File: src/rtl/sequence_bcd_generator_if.sv
// Control and result bundle for sequence_bcd_generator.
// DIGITS is ceil(NUMBER_WIDTH*log10(2)), derived in fixed point.
interface sequence_bcd_generator_if #(
  parameter int NUMBER_WIDTH = 16
);
  localparam int DIGITS = (NUMBER_WIDTH * 30103 + 99999) / 100000;

  logic                    run;
  logic                    step;
  logic                    clear;
  logic [NUMBER_WIDTH-1:0] value;
  logic [4*DIGITS-1:0]     bcd;
  logic                    bcd_valid;
  logic                    busy;
  logic                    overflow;

  modport master (
    output run, step, clear,
    input  value, bcd, bcd_valid, busy, overflow
  );

  modport slave (
    input  run, step, clear,
    output value, bcd, bcd_valid, busy, overflow
  );
endinterface

File: src/rtl/sequence_bcd_generator.sv
// Fibonacci / counter / Lucas term generator with a serial double-dabble
// binary-to-BCD converter (one bit per cycle).
module sequence_bcd_generator #(
  parameter int NUMBER_WIDTH = 16,
  parameter int MODE         = 0,
  parameter int WRAP         = 0
) (
  input logic                    clk,
  input logic                    rst,
  sequence_bcd_generator_if.slave bus
);
  localparam int DIGITS = (NUMBER_WIDTH * 30103 + 99999) / 100000;
  localparam int BW     = 4 * DIGITS;
  localparam int KW     = $clog2(NUMBER_WIDTH + 1);

  localparam logic [1:0] CONV = 2'd0;
  localparam logic [1:0] DONE = 2'd1;
  localparam logic [1:0] ADV  = 2'd2;

  localparam logic [NUMBER_WIDTH-1:0] SEED_A = NUMBER_WIDTH'((MODE == 2) ? 2 : 0);
  localparam logic [NUMBER_WIDTH:0]   SEED_B = (NUMBER_WIDTH + 1)'((MODE == 1) ? 0 : 1);

  logic [1:0]              state;
  logic [KW-1:0]           k;
  logic [NUMBER_WIDTH-1:0] a;
  logic [NUMBER_WIDTH:0]   b;
  logic [NUMBER_WIDTH-1:0] bin_work;
  logic [BW-1:0]           bcd_work;
  logic [BW-1:0]           shifted;
  logic [NUMBER_WIDTH-1:0] value_q;
  logic [BW-1:0]           bcd_q;
  logic                    bcd_valid_q;
  logic                    overflow_q;
  logic                    halted;
  logic                    step_pending;
  logic                    go;
  logic                    adv_overflow;
  logic [NUMBER_WIDTH-1:0] next_a;
  logic [NUMBER_WIDTH:0]   b_sum;

  // Add-3 and shift fused per nibble; each nibble's old MSB carries into the
  // next nibble's LSB, and the top carry is always zero for the derived DIGITS.
  always_comb begin : dabble
    logic [3:0] nib;
    logic       carry;
    shifted = '0;
    carry   = bin_work[NUMBER_WIDTH-1];
    for (int unsigned i = 0; i < DIGITS; i++) begin
      nib = bcd_work[4*i +: 4];
      if (nib >= 4'd5) nib = nib + 4'd3;
      shifted[4*i +: 4] = {nib[2:0], carry};
      carry = nib[3];
    end
  end

  always_comb begin
    b_sum        = {1'b0, a} + b;
    adv_overflow = (MODE == 1) ? (&a) : b[NUMBER_WIDTH];
    next_a       = (MODE == 1) ? (a + 1'b1) : b[NUMBER_WIDTH-1:0];
    go           = (bus.run | step_pending | bus.step) & ~halted;
  end

  always_ff @(posedge clk or posedge rst) begin
    if (rst) begin
      state        <= CONV;
      k            <= '0;
      a            <= SEED_A;
      b            <= SEED_B;
      bin_work     <= SEED_A;
      bcd_work     <= '0;
      value_q      <= '0;
      bcd_q        <= '0;
      bcd_valid_q  <= 1'b0;
      overflow_q   <= 1'b0;
      halted       <= 1'b0;
      step_pending <= 1'b0;
    end else begin
      bcd_valid_q  <= 1'b0;
      step_pending <= (step_pending | bus.step) & ~halted;
      if (bus.clear) begin
        state        <= CONV;
        k            <= '0;
        a            <= SEED_A;
        b            <= SEED_B;
        bin_work     <= SEED_A;
        bcd_work     <= '0;
        overflow_q   <= 1'b0;
        halted       <= 1'b0;
        step_pending <= 1'b0;
      end else begin
        case (state)
          CONV: begin
            bin_work <= bin_work << 1;
            bcd_work <= shifted;
            k        <= k + 1'b1;
            if (k == KW'(NUMBER_WIDTH - 1)) begin
              bcd_q       <= shifted;
              value_q     <= a;
              bcd_valid_q <= 1'b1;
              state       <= DONE;
            end
          end
          DONE: begin
            if (go) begin
              state        <= ADV;
              step_pending <= 1'b0;
            end
          end
          ADV: begin
            if (!adv_overflow) begin
              a        <= next_a;
              if (MODE != 1) b <= b_sum;
              bin_work <= next_a;
              bcd_work <= '0;
              k        <= '0;
              state    <= CONV;
            end else if (WRAP != 0) begin
              a          <= SEED_A;
              b          <= SEED_B;
              bin_work   <= SEED_A;
              bcd_work   <= '0;
              k          <= '0;
              overflow_q <= 1'b1;
              state      <= CONV;
            end else begin
              overflow_q <= 1'b1;
              halted     <= 1'b1;
              state      <= DONE;
            end
          end
          default: begin
            state <= DONE;
          end
        endcase
      end
    end
  end

  assign bus.value     = value_q;
  assign bus.bcd       = bcd_q;
  assign bus.bcd_valid = bcd_valid_q;
  assign bus.overflow  = overflow_q;
  assign bus.busy      = (state != DONE);
endmodule

File: src/flat_wrapper.sv
// flat-port wrapper written by rule: the top's interface ports become plain ports
module sequence_bcd_generator_flat 
#(
  parameter int NUMBER_WIDTH = 16,
  parameter int MODE         = 0,
  parameter int WRAP         = 0
)
  (clk, rst, bus_run, bus_step, bus_clear, bus_value, bus_bcd, bus_bcd_valid, bus_busy, bus_overflow);
  sequence_bcd_generator_if #(.NUMBER_WIDTH(NUMBER_WIDTH)) bus_i ();
  input logic clk;
  input logic rst;
  input wire logic [$bits(bus_i.run)-1:0] bus_run;
  input wire logic [$bits(bus_i.step)-1:0] bus_step;
  input wire logic [$bits(bus_i.clear)-1:0] bus_clear;
  output wire logic [$bits(bus_i.value)-1:0] bus_value;
  output wire logic [$bits(bus_i.bcd)-1:0] bus_bcd;
  output wire logic [$bits(bus_i.bcd_valid)-1:0] bus_bcd_valid;
  output wire logic [$bits(bus_i.busy)-1:0] bus_busy;
  output wire logic [$bits(bus_i.overflow)-1:0] bus_overflow;
  assign bus_i.run = bus_run;
  assign bus_i.step = bus_step;
  assign bus_i.clear = bus_clear;
  assign bus_value = bus_i.value;
  assign bus_bcd = bus_i.bcd;
  assign bus_bcd_valid = bus_i.bcd_valid;
  assign bus_busy = bus_i.busy;
  assign bus_overflow = bus_i.overflow;
  sequence_bcd_generator #(.NUMBER_WIDTH(NUMBER_WIDTH), .MODE(MODE), .WRAP(WRAP)) u_core (.clk(clk), .rst(rst), .bus(bus_i));
endmodule
File: config.mk
export PLATFORM = sky130hd
export DESIGN_NAME = sequence_bcd_generator_flat
export DESIGN_NICKNAME = d
export VERILOG_FILES = /design/src/rtl/sequence_bcd_generator_if.sv /design/src/rtl/sequence_bcd_generator.sv /design/src/flat_wrapper.sv
export SDC_FILE = /design/constraint.sdc
export NUM_CORES = 1
export LEC_CHECK = 0
export BUFFER_PORTS_ARGS = -buffer_cell sky130_fd_sc_hd__buf_4
export CORE_ASPECT_RATIO = 1.4
export CORE_MARGIN = 2
export CORE_UTILIZATION = 30
export CTS_BUF_LIST = sky130_fd_sc_hd__clkbuf_4 sky130_fd_sc_hd__clkbuf_8 sky130_fd_sc_hd__clkbuf_16
export DETAILED_ROUTE_END_ITERATION = 8
export GPL_TIMING_DRIVEN = 1
export SLEW_MARGIN = 30
export SYNTH_ARGS = -nofsm -noshare
export SYNTH_HDL_FRONTEND = slang
export SYNTH_SLANG_ARGS = --single-unit
File: constraint.sdc
create_clock -name clk -period 6 [get_ports clk]
set_clock_uncertainty 0.1 [all_clocks]
set_input_delay 0.9 -clock clk [delete_from_list [all_inputs] [get_ports clk]]
set_output_delay 0.9 -clock clk [all_outputs]
set_load 0.005 [all_outputs]
Word level (Yosys, flattened, before mapping)
Index checks and enable logic that the tools add are counted.
{"block": "op_classes", "addsub": 7, "n_lt_le_gt_ge": 5, "n_eq_ne": 8, "n_mux": 33, "bitwise_logic": 7, "n_reduce_logical": 9}
{"operator": "two-way mux 16 bit", "count": 4}
{"operator": "two-way mux 17 bit", "count": 3}
{"operator": "two-way mux 20 bit", "count": 2}
{"operator": "case mux 20 bit (2 select lines)", "count": 1}
{"operator": "case mux 16 bit (2 select lines)", "count": 1}
{"operator": ">= comparator 4 x 3 -> 1 bit, second input constant", "count": 5}
{"operator": "adder 16 x 17 -> 17 bit", "count": 1}
{"operator": "adder 4 x 2 -> 4 bit, second input constant", "count": 4}
{"operator": "two-way mux 4 bit", "count": 4}
{"operator": "two-way mux 1 bit", "count": 10}
{"operator": "two-way mux 5 bit", "count": 2}
{"operator": "case mux 5 bit (2 select lines)", "count": 1}
{"operator": "AND reduction 2 bit", "count": 4}
{"operator": "two-way mux 2 bit", "count": 3}
{"operator": "inequality test 3 x 2 -> 1 bit, second input constant", "count": 2}
{"operator": "case mux 2 bit (3 select lines)", "count": 1}
{"operator": "adder 5 x 1 -> 5 bit, second input constant", "count": 1}
{"operator": "equality test 5 x 4 -> 1 bit, second input constant", "count": 1}
{"operator": "nonzero test 2 bit", "count": 2}
{"operator": "adder 3 x 2 -> 3 bit, second input constant", "count": 1}
{"operator": "two-way mux 3 bit", "count": 1}
{"operator": "inequality test 3 bit, second input constant", "count": 1}
{"operator": "OR 1 bit", "count": 3}
{"operator": "AND reduction 3 bit", "count": 1}
{"operator": "8 further kinds", "count": 10}
{"block": "word_totals", "register_bits": 115, "input_bits": 5, "output_inout_bits": 39, "wordCells": 81}

Longest topological paths before layout
Gate-level depths: netlist of run 1.
{"block": "logic_depth", "ltp_word": 6, "depth_mapped": 9, "mapped_depth_nobuf": 9}

Worst setup path before layout of run 1
No wires, ideal clock.
{"block": "synth_path", "path_type": "register to register", "start": "register u_core.b[0]", "end": "register u_core.b[10]", "arrival_time_ns": 2.121, "required_time_ns": 5.831, "setup_slack_ns": 3.710, "stages_incl_launch_ff": 10, "n_path_buf": 0, "period_less_slack_ns": 2.290, "path_cell_list": "dfstp_2 ha_1 inv_1 fa_1 nor2b_1 o211ai_1 a31oi_1 a21oi_1 or4_1 nand3_1"}
{"block": "synth_between", "elab_chain_len": 4}
{"item": "from (decl)", "line": "sequence_bcd_generator.sv:26", "source": "logic [NUMBER_WIDTH:0] b;"}
{"item": "from (signal assigned)", "line": "sequence_bcd_generator.sv:112", "source": "if (MODE != 1) b <= b_sum;"}
{"item": "adder 16 x 17 -> 17 bit", "line": "sequence_bcd_generator.sv:57", "source": "b_sum = {1'b0, a} + b;"}
{"item": "two-way mux 17 bit", "line": "sequence_bcd_generator.sv:110", "source": "if (!adv_overflow) begin"}
{"item": "two-way mux 17 bit", "line": "sequence_bcd_generator.sv:91", "source": "case (state)"}
{"item": "two-way mux 17 bit", "line": "sequence_bcd_generator.sv:80", "source": "if (bus.clear) begin"}
Every way passes these cells. The select of a mux whose other input is x is not followed.
A chain may end at the register's enable or synchronous reset.

Worst setup path in the final report of run 1
Ends and elaborated chain as after synthesis.

==> metrics.cfg, run 1 <==
[timing]
min_period_ns=2.639
finalSetupViolations=0
period_share_pct=43.98
slew_headroom_pct=46.93
rsz0062_at_grt=no
fin_tns_setup_ns=0
hold_viol_final=0
fmax_mhz=379.0
drv_slew=0
worst_pin_slew_ns=0.7961

[worst_setup_path]
slowest_stage=dfstp_2
path_buf_inv=1
startpoint_type=flip-flop
end_kind=flip-flop
critPathArrivalTime_ns=2.87
path_max_fanout=4
cpLargestDelayFamily=simple AND/OR/NAND/NOR gates
worstPathRequired_ns=6.24
critPathKind=flip-flop to flip-flop
crit_chain=ha_1, inv_1, fa_1, nor2b_1, o211ai_1, a31oi_1, a21oi_1, or4_1, nand3_1
cp_slowest_stage_delay_ns=0.56

[die]
core_area_um2=17920
die_h_um=164.1
die_x_um=118.3
dieArea_um2=19410
initial_utilization_pct=30.63
rows=58
pin_count=44

[clocking]
post_cts_buffers=0
numCtsBuffers=17
cts_tree=built
htreeDepth=4
cts_root_buf=clkbuf_16
clockBufferDepth=2
insertion_delay_ns=0.40
cts_resized=0
cts_hold_buf=0
clk_pin_slew_ns=0.05
clock-sinks=115

[routing]
vias=4169
remaining_drc_errors=0
drt-initial-drc-count=414
ant_nets=0
viasPerCell=5.011
wl_um=12350
dr.pass1.iters=5
wire_per_inst_um=14.85

[global_routing]
grt_pass1_wl_um=21170
grt_max_degree=65
grt_pass1_vias=4384
track_usage_pct=13.54
grt_overflow=0
antenna_found_initial=0

[pwr]
max-vdd-ir-drop_v=0.0001839
powerDensity_nw_per_um2=289.2
leakage_nw=3.270
clkPwrFrac_pct=58.5
sequentialPowerShare_pct=39.8
p_switching_w=0.0003695
p_sw_share_pct=18.83
combPwrFrac_pct=1.7
p_int_w=0.001593

[status]
status=finished clean

[logic_synthesis]
avgSynthCellArea_um2=10.24
synth.top_cell.area_share_pct=51.96
syn_inst=536
ys_types=46
syn-cell-area_um2=5490
ys_seq_area_share_pct=52.44
syn_nets=570
synth_top_cell_by_area=dfrtp_1
synth_seq_cells=115
ys.warnings.count=0
ys_top_cells_by_area=dfrtp_1, ha_1, o21ai_0

[placement]
dp_hpwl_um=8187
port_buffers=43
place.gp.congestion=0.9116

[finish]
finalNetCount=613
layout-drive-gt1-share_pct=17.91
n_fill_cell=1719
diodes=0
area_growth_syn_to_layout_pct=23.59
utilization_pct=37.85

[min_path]
hold_class=flip-flop to flip-flop

[job]
drv_cap=0

## cells by family after synthesis
| logic type | synth area share [%] |
|---|---|
| buffers and inverters | 3.943 |
| flip-flops | 52.44 |
| XOR/XNOR | 2.712 |
| multiplexers | 3.669 |
| AND/OR/NAND/NOR | 12.47 |
| adder cells (fa/ha/maj) | 6.746 |
| AO/OA/AOI/OAI | 18.03 |
## synthesized netlist by cell type, drive strengths merged
cell	number
nand3b	1
dfstp	1
o211ai	2
a211oi	2
clkbuf	22
o22ai	3
a22oi	2
ha	28
a21o	6
nand3	12
xor2	9
a311oi	1
and4	1
a22o	19
a31oi	3
nor2	20
a21oi	34
inv	32
a222oi	14
o22a	1
nor3b	9
o31ai	1
dfrtp	114
xnor2	8
or4	1
nor3	11
or3	4
mux2i	1
fa	1
nor2b	2
a221oi	1
nor4	1
a32o	1
and3	2
o21a	1
nand2	64
or2	1
nand2b	9
o21ai	65
nand4	4
buf	3
o31a	1
mux2	17
or3b	1
## flip-flops by register name (all words and copies together), names as in the netlist
name and flops:
u_core.bcd_work 20, u_core.bus.bcd_valid 1, u_core.a 16, u_core.k 5, u_core.bus.value 16, u_core.state 2
u_core.step_pending 1, u_core.bus.bcd 20, u_core.b 17, u_core.bin_work 16, u_core.bus.overflow 1
## layout by cell type (no fill, tap or decap), types with 19 or more instances in the layout
master   count
a21oi_1     34
a22o_1      19
buf_4       48
dfrtp_1    114
ha_1        28
inv_1       31
nand2_1     63
nor2_1      19
o21ai_0     65
## per-layer routing
metal	up-vias	wire, µm	GRT usage (%)
met1	2082	5354	15.38
met4	0	170	5.586
li1	2012	-	-
met3	11	426	3.889
met5	-	0	0
met2	64	6403	23.83
## tightest hold or removal path, cell delays in order, from the launching register on
cell     delay (ns)
dfrtp_1        0.34
nand2_1        0.04
o21ai_0        0.06
## worst paths after layout
| path | slack [ns] | cells past startpoint | end | startpoint |
|---|---|---|---|---|
| min reg2reg | 0.38 | 2 | u_core.bus.bcd[12]$_DFFE_PP0P_ | u_core.bus.bcd[12]$_DFFE_PP0P_ |
| max in group asynchronous | 4.06 | 3 | u_core.bin_work[8]$_DFFE_PP0P_ | rst |
| min | 0.38 | 2 | u_core.bus.bcd[12]$_DFFE_PP0P_ | u_core.bus.bcd[12]$_DFFE_PP0P_ |
| max | 3.36 | 9 | u_core.b[10]$_DFFE_PP0P_ | u_core.b[0]$_DFFE_PP1P_ |
| min in group asynchronous | 0.50 | 2 | u_core.bus.value[2]$_DFFE_PP0P_ | rst |
| max reg2reg | 3.36 | 9 | u_core.b[10]$_DFFE_PP0P_ | u_core.b[0]$_DFFE_PP1P_ |
## through the flow
stage | setup slack, ns | area (µm²) | cells | hold WS (ns) | total power [W]
after floorplan | 1.958 | 5490 | 536 | 0.3474 | 0.0008167
after global routing | 3.195 | 6785 | 832 | 0.4115 | 0.002027
after detailed placement | 3.332 | 6073 | 799 | 0.3747 | 0.0008298
after CTS | 3.404 | 6758 | 831 | 0.3869 | 0.001981
after global placement | 3.407 | 6073 | 799 | 0.3625 | 0.0008289
final | 3.361 | 6785 | 832 | 0.3809 | 0.001963
## power groups by stage
stage	sequential [W]	combinational [W]	clock, W
final	0.000781	0.0000342	0.00115
after global placement	0.000794	0.0000352	0
after CTS	0.000780	0.0000364	0.00116
after floorplan	0.000794	0.0000232	0
after global routing	0.000780	0.0000401	0.00121
after detailed placement	0.000794	0.0000361	0
## area by class of cell
cell class / count / area, µm² / area share (%)
clock buffer: 24 / 515.5 / 7.597
clock inverter: 8 / 168.9 / 2.489
inverter: 32 / 122.6 / 1.807
multi-input combinational: 364 / 2411 / 35.53
sequential: 115 / 2879 / 42.43
tap: 240 / 300.3 / 4.426
timing repair buffer: 49 / 387.9 / 5.716
No activity file was read; power rests on OpenSTA's default activity.
==> run 2: changes to the inputs <==
==> constraint.sdc (replaced) <==
create_clock -name clk -period 2.5 [get_ports clk]
set_clock_uncertainty 0.1 [all_clocks]
set_input_delay 0.375 -clock clk [delete_from_list [all_inputs] [get_ports clk]]
set_output_delay 0.375 -clock clk [all_outputs]
set_load 0.005 [all_outputs]
==> run 2 against run 1 <==
Cell count rose by 0.72%. Utilization is 0.13 points higher. Critical path type unchanged. Total power grew 130%. Critical endpoint unchanged. Sequential cell count unchanged.
==> metrics.cfg, run 2 (synthesis gave the netlist of run 1 again) <==
[status]
status=finished clean

[routing]
wl_um=12510  ; +1.3%
wire_per_inst_um=14.93  ; +0.55%
routed-wl-met3_um=425  ; -0.23%
drt-initial-drc-count=262  ; -37%
top_layer=met4
remaining_drc_errors=0  ; unchanged
viasPerCell=4.999  ; -0.24%
met2WireLength_um=6452  ; +0.77%
wl_met1_um=5456  ; +1.9%
vias=4189  ; +0.48%
ant_nets=0  ; unchanged
dr.pass1.iters=6  ; +1

[worst_setup_path]
crit_chain=ha_4, inv_2, fa_2, nor2b_2, o211ai_1, a31oi_1, a21oi_1, or4_1, nand3_1
startpoint_type=flip-flop
slowest_stage=dfstp_2
path_buf_inv=1  ; unchanged
cpLargestDelayFamily=simple AND/OR/NAND/NOR gates
critPathArrivalTime_ns=2.64  ; -0.23 ns
worstPathRequired_ns=2.75  ; -3.49 ns
path_max_fanout=2  ; -2
critPathKind=flip-flop to flip-flop
end_kind=flip-flop
cp_slowest_stage_delay_ns=0.55  ; about the same

[timing]
drv_slew=0  ; unchanged
worst_pin_slew_ns=0.8958  ; +0.09972 ns
period_share_pct=95.68  ; +52 points
fin_tns_setup_ns=0  ; unchanged
finalSetupViolations=0  ; unchanged
min_period_ns=2.392  ; -0.2465 ns
slew_headroom_pct=40.06  ; -6.9 points
rsz0062_at_grt=no
hold_viol_final=0  ; unchanged
fmax_mhz=418.0  ; +10%

[clocking]
clk_pin_slew_ns=0.05  ; about the same
insertion_delay_ns=0.42  ; +0.02 ns
cts_root_buf=clkbuf_16
post_cts_buffers=0  ; unchanged
clock-sinks=115  ; unchanged
numCtsBuffers=17  ; unchanged
cts_tree=built
htreeDepth=4  ; unchanged
clockBufferDepth=2  ; unchanged

[finish]
area_growth_syn_to_layout_pct=24.00
stdcell_area_um2=6808  ; +0.33%
utilization_pct=37.98  ; +0.13 points
stdcell_count=838  ; +0.72%
n_fill_cell=1770  ; +3.0%
final_common_cell=dfrtp_1
finalNetCount=621  ; +1.3%
regArea_um2=2879  ; unchanged
multi_input_area_um2=2430  ; +0.78%
diodes=0  ; unchanged
final_cell_mix=dfrtp_1, o21ai_0, nand2_1
layout-drive-gt1-share_pct=19.40  ; +1.5 points

[die]
die_h_um=164.1  ; unchanged
rows=58  ; unchanged
pin_count=44  ; unchanged
die_x_um=118.3  ; unchanged
core_area_um2=17920  ; unchanged
initial_utilization_pct=30.63  ; unchanged
dieArea_um2=19410  ; unchanged

[placement]
placed_area_um2=6155  ; +1.3%
dp_hpwl_um=8607  ; +5.1%
place.gp.congestion=0.9052  ; -0.70%
placed_cells=807  ; +1.0%
port_buffers=43  ; unchanged

[global_routing]
track_usage_pct=13.48  ; -0.059 points
antenna_found_initial=0  ; unchanged
grt_pass1_wl_um=20960  ; -1.0%
grt_pass1_vias=4223  ; -3.7%
grt_max_degree=44  ; -32%
grt_overflow=0  ; unchanged

[pwr]
power_w=0.004489  ; +130%
leakage_nw=3.280  ; +0.30%
powerDensity_nw_per_um2=659.3  ; +130%
max-vdd-ir-drop_v=0.0004444  ; +140%

[min_path]
hold_class=primary input to flip-flop

[job]
drv_cap=0  ; unchanged

## run 2: worst paths after layout
path                            slack, ns                            from  cells past startpoint                               to
worst max register to register       0.11         u_core.b[0]$_DFFE_PP1P_                      9         u_core.b[10]$_DFFE_PP0P_
worst min-delay path                 0.17                       bus_clear                      2    u_core.step_pending$_DFF_PP0_
worst max-delay path                 0.11         u_core.b[0]$_DFFE_PP1P_                      9         u_core.b[10]$_DFFE_PP0P_
worst min register to register       0.37  u_core.bus.bcd[13]$_DFFE_PP0P_                      2   u_core.bus.bcd[13]$_DFFE_PP0P_
min in group asynchronous            0.43                             rst                      3  u_core.bus.value[6]$_DFFE_PP0P_
max in group asynchronous            1.25                             rst                      4   u_core.bus.bcd[18]$_DFFE_PP0P_
## run 2: metrics by stage
step | hold slack, ns | worst slack (ns)
4_1_cts | 0.1564 | 0.03652
5_1_grt | 0.1825 | 0.006382
3_5_place_dp | 0.3198 | 0.03716
2_1_floorplan | 0.3474 | 0.2099
6_report | 0.1684 | 0.1079
3_3_place_gp | 0.3129 | 0.03827
## run 2: repair_timing
item / in CTS / in global routing
endpoints found under the setup margin: 0 / 4
hold buffers: 1 / 0
resized for setup: 0 / 7
hold endpoints to repair: 14 / 0
## run 2: routing by layer
metal / vias to the layer above / global-route usage, %
met5: - / 0
met1: 2088 / 16.11
met4: 0 / 4.984
met2: 73 / 23.33
li1: 2013 / -
met3: 15 / 3.507
## run 2: where the power goes
part,switching [W],internal [W]
clock,0.000793,0.00173
sequential,0.00000464,0.00187
combinational,0.0000684,0.0000227
## run 2: final cells by class
class                      instances  share of cell area [%]
inverter                          32                   1.820
clock buffer                      26                   7.701
tap                              240                   4.411
multi-input combinational        364                   35.69
timing repair buffer              57                   6.690
clock inverter                     4                   1.397
sequential                       115                   42.29
==> run 3: changes to the inputs <==
==> constraint.sdc (replaced) <==
create_clock -name clk -period 2.7 [get_ports clk]
set_clock_uncertainty 0.1 [all_clocks]
set_input_delay 0.405 -clock clk [delete_from_list [all_inputs] [get_ports clk]]
set_output_delay 0.405 -clock clk [all_outputs]
set_load 0.005 [all_outputs]
==> run 3 against run 2 <==
Global-route usage grew 0.28 points. Clock power fell by 5%. Sequential power down 7%. Setup slack improved by 0.016 ns. Total power fell by 6.1%. Routed wire length up 0.75%. Die area unchanged. Sequential share of layout area increased by 0.28 points. Sequential cell count stayed put. Combinational power is 14% lower. Via count up 1.0%. Critical endpoint unchanged.
==> metrics.cfg, run 3 (synthesis gave the netlist of run 1 again) <==
[clocking]
cts_hold_buf=0  ; -1
htreeDepth=4  ; unchanged
cts_resized=0  ; unchanged
post_cts_buffers=0  ; unchanged
clk_pin_slew_ns=0.05  ; about the same
clock-sinks=115  ; unchanged
cts_root_buf=clkbuf_16
insertion_delay_ns=0.42  ; about the same
cts_tree=built
numCtsBuffers=17  ; unchanged
clockBufferDepth=2  ; unchanged

[pwr]
max-vdd-ir-drop_v=0.0004178  ; -6.0%
powerDensity_nw_per_um2=622.9  ; -5.5%
p_sw_share_pct=19.89  ; +0.60 points
p_switching_w=0.0008378  ; -3.2%
p_int_w=0.003375  ; -6.8%
combPwrFrac_pct=1.9  ; about the same
sequentialPowerShare_pct=41.2  ; -0.6 points
leakage_nw=3.255  ; -0.77%
clkPwrFrac_pct=57.0  ; +0.8 points

[routing]
vias=4232  ; +1.0%
wl_um=12610  ; +0.75%
ant_nets=0  ; unchanged
drt-initial-drc-count=294  ; +12%
remaining_drc_errors=0  ; unchanged
dr.pass1.iters=6  ; unchanged
viasPerCell=5.056  ; +1.1%
wire_per_inst_um=15.06  ; +0.87%

[placement]
dp_hpwl_um=8591  ; -0.18%
pre_cts_slack_ns=0.1509  ; +0.1137 ns
port_buffers=43  ; unchanged
place.gp.congestion=0.8799  ; -2.8%
placed_area_um2=6127  ; -0.45%

[die]
rows=58  ; unchanged
core_area_um2=17920  ; unchanged
die_h_um=164.1  ; unchanged
die_x_um=118.3  ; unchanged
initial_utilization_pct=30.63  ; unchanged
pin_count=44  ; unchanged
dieArea_um2=19410  ; unchanged

[finish]
finalNetCount=618  ; -0.48%
regArea_um2=2879  ; unchanged
layout-drive-gt1-share_pct=18.59  ; -0.81 points
stdcell_area_um2=6763  ; -0.66%
final_common_cell=dfrtp_1
diodes=0  ; unchanged
n_fill_cell=1765  ; -0.28%
multi_input_area_um2=2406  ; -0.98%
final_cell_mix=dfrtp_1, o21ai_0, nand2_1
area_growth_syn_to_layout_pct=23.18

[global_routing]
grt_pass1_vias=4326  ; +2.4%
grt_overflow=0  ; unchanged
antenna_found_initial=0  ; unchanged
grt_pass1_wl_um=21270  ; +1.5%
track_usage_pct=13.76  ; +0.28 points
grt_max_degree=116  ; +160%

[timing]
fin_tns_setup_ns=0  ; unchanged
slew_headroom_pct=50.09  ; +10 points
min_period_ns=2.576  ; +0.1836 ns
drv_slew=0  ; unchanged
fmax_mhz=388.2  ; -7.1%
setup_ws_ns=0.1243  ; +0.01635 ns
worst_pin_slew_ns=0.7459  ; -0.1499 ns
hold_viol_final=0  ; unchanged
rsz0062_at_grt=no
finalSetupViolations=0  ; unchanged
period_share_pct=95.40  ; -0.29 points

[worst_setup_path]
r2r_cells=9  ; unchanged
slowest_stage=dfstp_2
critPathKind=flip-flop to flip-flop
r2r_slack_ns=0.12  ; +0.02 ns
cp_slowest_stage_delay_ns=0.55  ; about the same
critPathArrivalTime_ns=2.82  ; +0.18 ns
startpoint=u_core.b[0]$_DFFE_PP1P_
end_kind=flip-flop
path_max_fanout=4  ; +2
startpoint_type=flip-flop
r2r_end=u_core.b[10]$_DFFE_PP0P_
critPathCapture=u_core.b[10]$_DFFE_PP0P_
worstPathRequired_ns=2.95  ; +0.20 ns
reg2reg_from=u_core.b[0]$_DFFE_PP1P_
crit_chain=ha_1, inv_1, fa_1, nor2b_1, o211ai_1, a31oi_1, a21oi_1, or4_1, nand3_1

[job]
drv_cap=0  ; unchanged

[min_path]
hold_class=primary input to asynchronous set/reset pin

[status]
status=finished clean

## run 3: changes by cell type in the layout (fill, tap and decap cells not counted), sizes merged
| cell | change |
|---|---|
| bufinv | +1 |
| clkinvlp | +3 |
| dlygate4sd3 | -1 |
| clkbuf | -3 |
| buf | -2 |
| clkinv | +1 |
## run 3: power by group through the flow
stage	clock [W]	sequential (W)	combinational [W]
finish	0.00240	0.00173	0.0000782
global route	0.00253	0.00173	0.0000918
CTS	0.00243	0.00173	0.0000823
detailed placement	0	0.00176	0.0000821
global placement	0	0.00176	0.0000802
floorplan	0	0.00176	0.0000519
## run 3: stage by stage
stage	utilization, %	total power, W	instances	hold slack [ns]
final	37.73	0.004213	837	0.06319
after global routing	37.73	0.004351	837	0.1406
after detailed placement	34.18	0.001846	805	0.3735
after floorplan	-	0.001815	536	0.3474
after global placement	34.18	0.001844	805	0.3652
after CTS	37.73	0.004250	837	0.1020
## run 3: layout make-up
type                    instances  share of cell area (%)
flip-flops and latches        115                   42.57
clock inverters                 9                   2.257
multi-input cells             364                   35.58
repair buffers                 54                   6.179
clock buffers                  23                   7.142
well taps                     240                   4.440
inverters                      32                   1.832
## run 3: routing by layer
layer | share of wire [%] | up-vias | GRT usage, %
met5 | 0 | - | 0
met4 | 1.6 | 0 | 5.257
met3 | 3.9 | 19 | 3.576
met2 | 51 | 99 | 24.36
met1 | 43 | 2098 | 15.92
li1 | - | 2016 | -
## run 3: worst max-delay path, delay by kind of cell (launching register included)
family	cells	cell delay [ns]
and+or+nand+nor	3	0.70
DFF	1	0.55
adders and majority gates	2	0.56
AOI/OAI and AO/OA	3	0.54
buffers and inverters	1	0.06
## run 3: worst min-delay path by stage
stage,slack (ns),endpoint,from,depth (start not counted)
2_1_floorplan,0.35,u_core.bin_work[9]$_DFFE_PP0P_,u_core.bin_work[9]$_DFFE_PP0P_,2
3_3_place_gp,0.37,u_core.bus.bcd[13]$_DFFE_PP0P_,u_core.bus.bcd[13]$_DFFE_PP0P_,2
3_5_place_dp,0.37,u_core.bus.bcd[10]$_DFFE_PP0P_,u_core.bus.bcd[10]$_DFFE_PP0P_,2
4_1_cts,0.10,u_core.a[3]$_DFFE_PP0P_,rst,3
5_1_grt,0.14,u_core.a[3]$_DFFE_PP0P_,rst,3
6_report,0.06,u_core.a[3]$_DFFE_PP0P_,rst,3
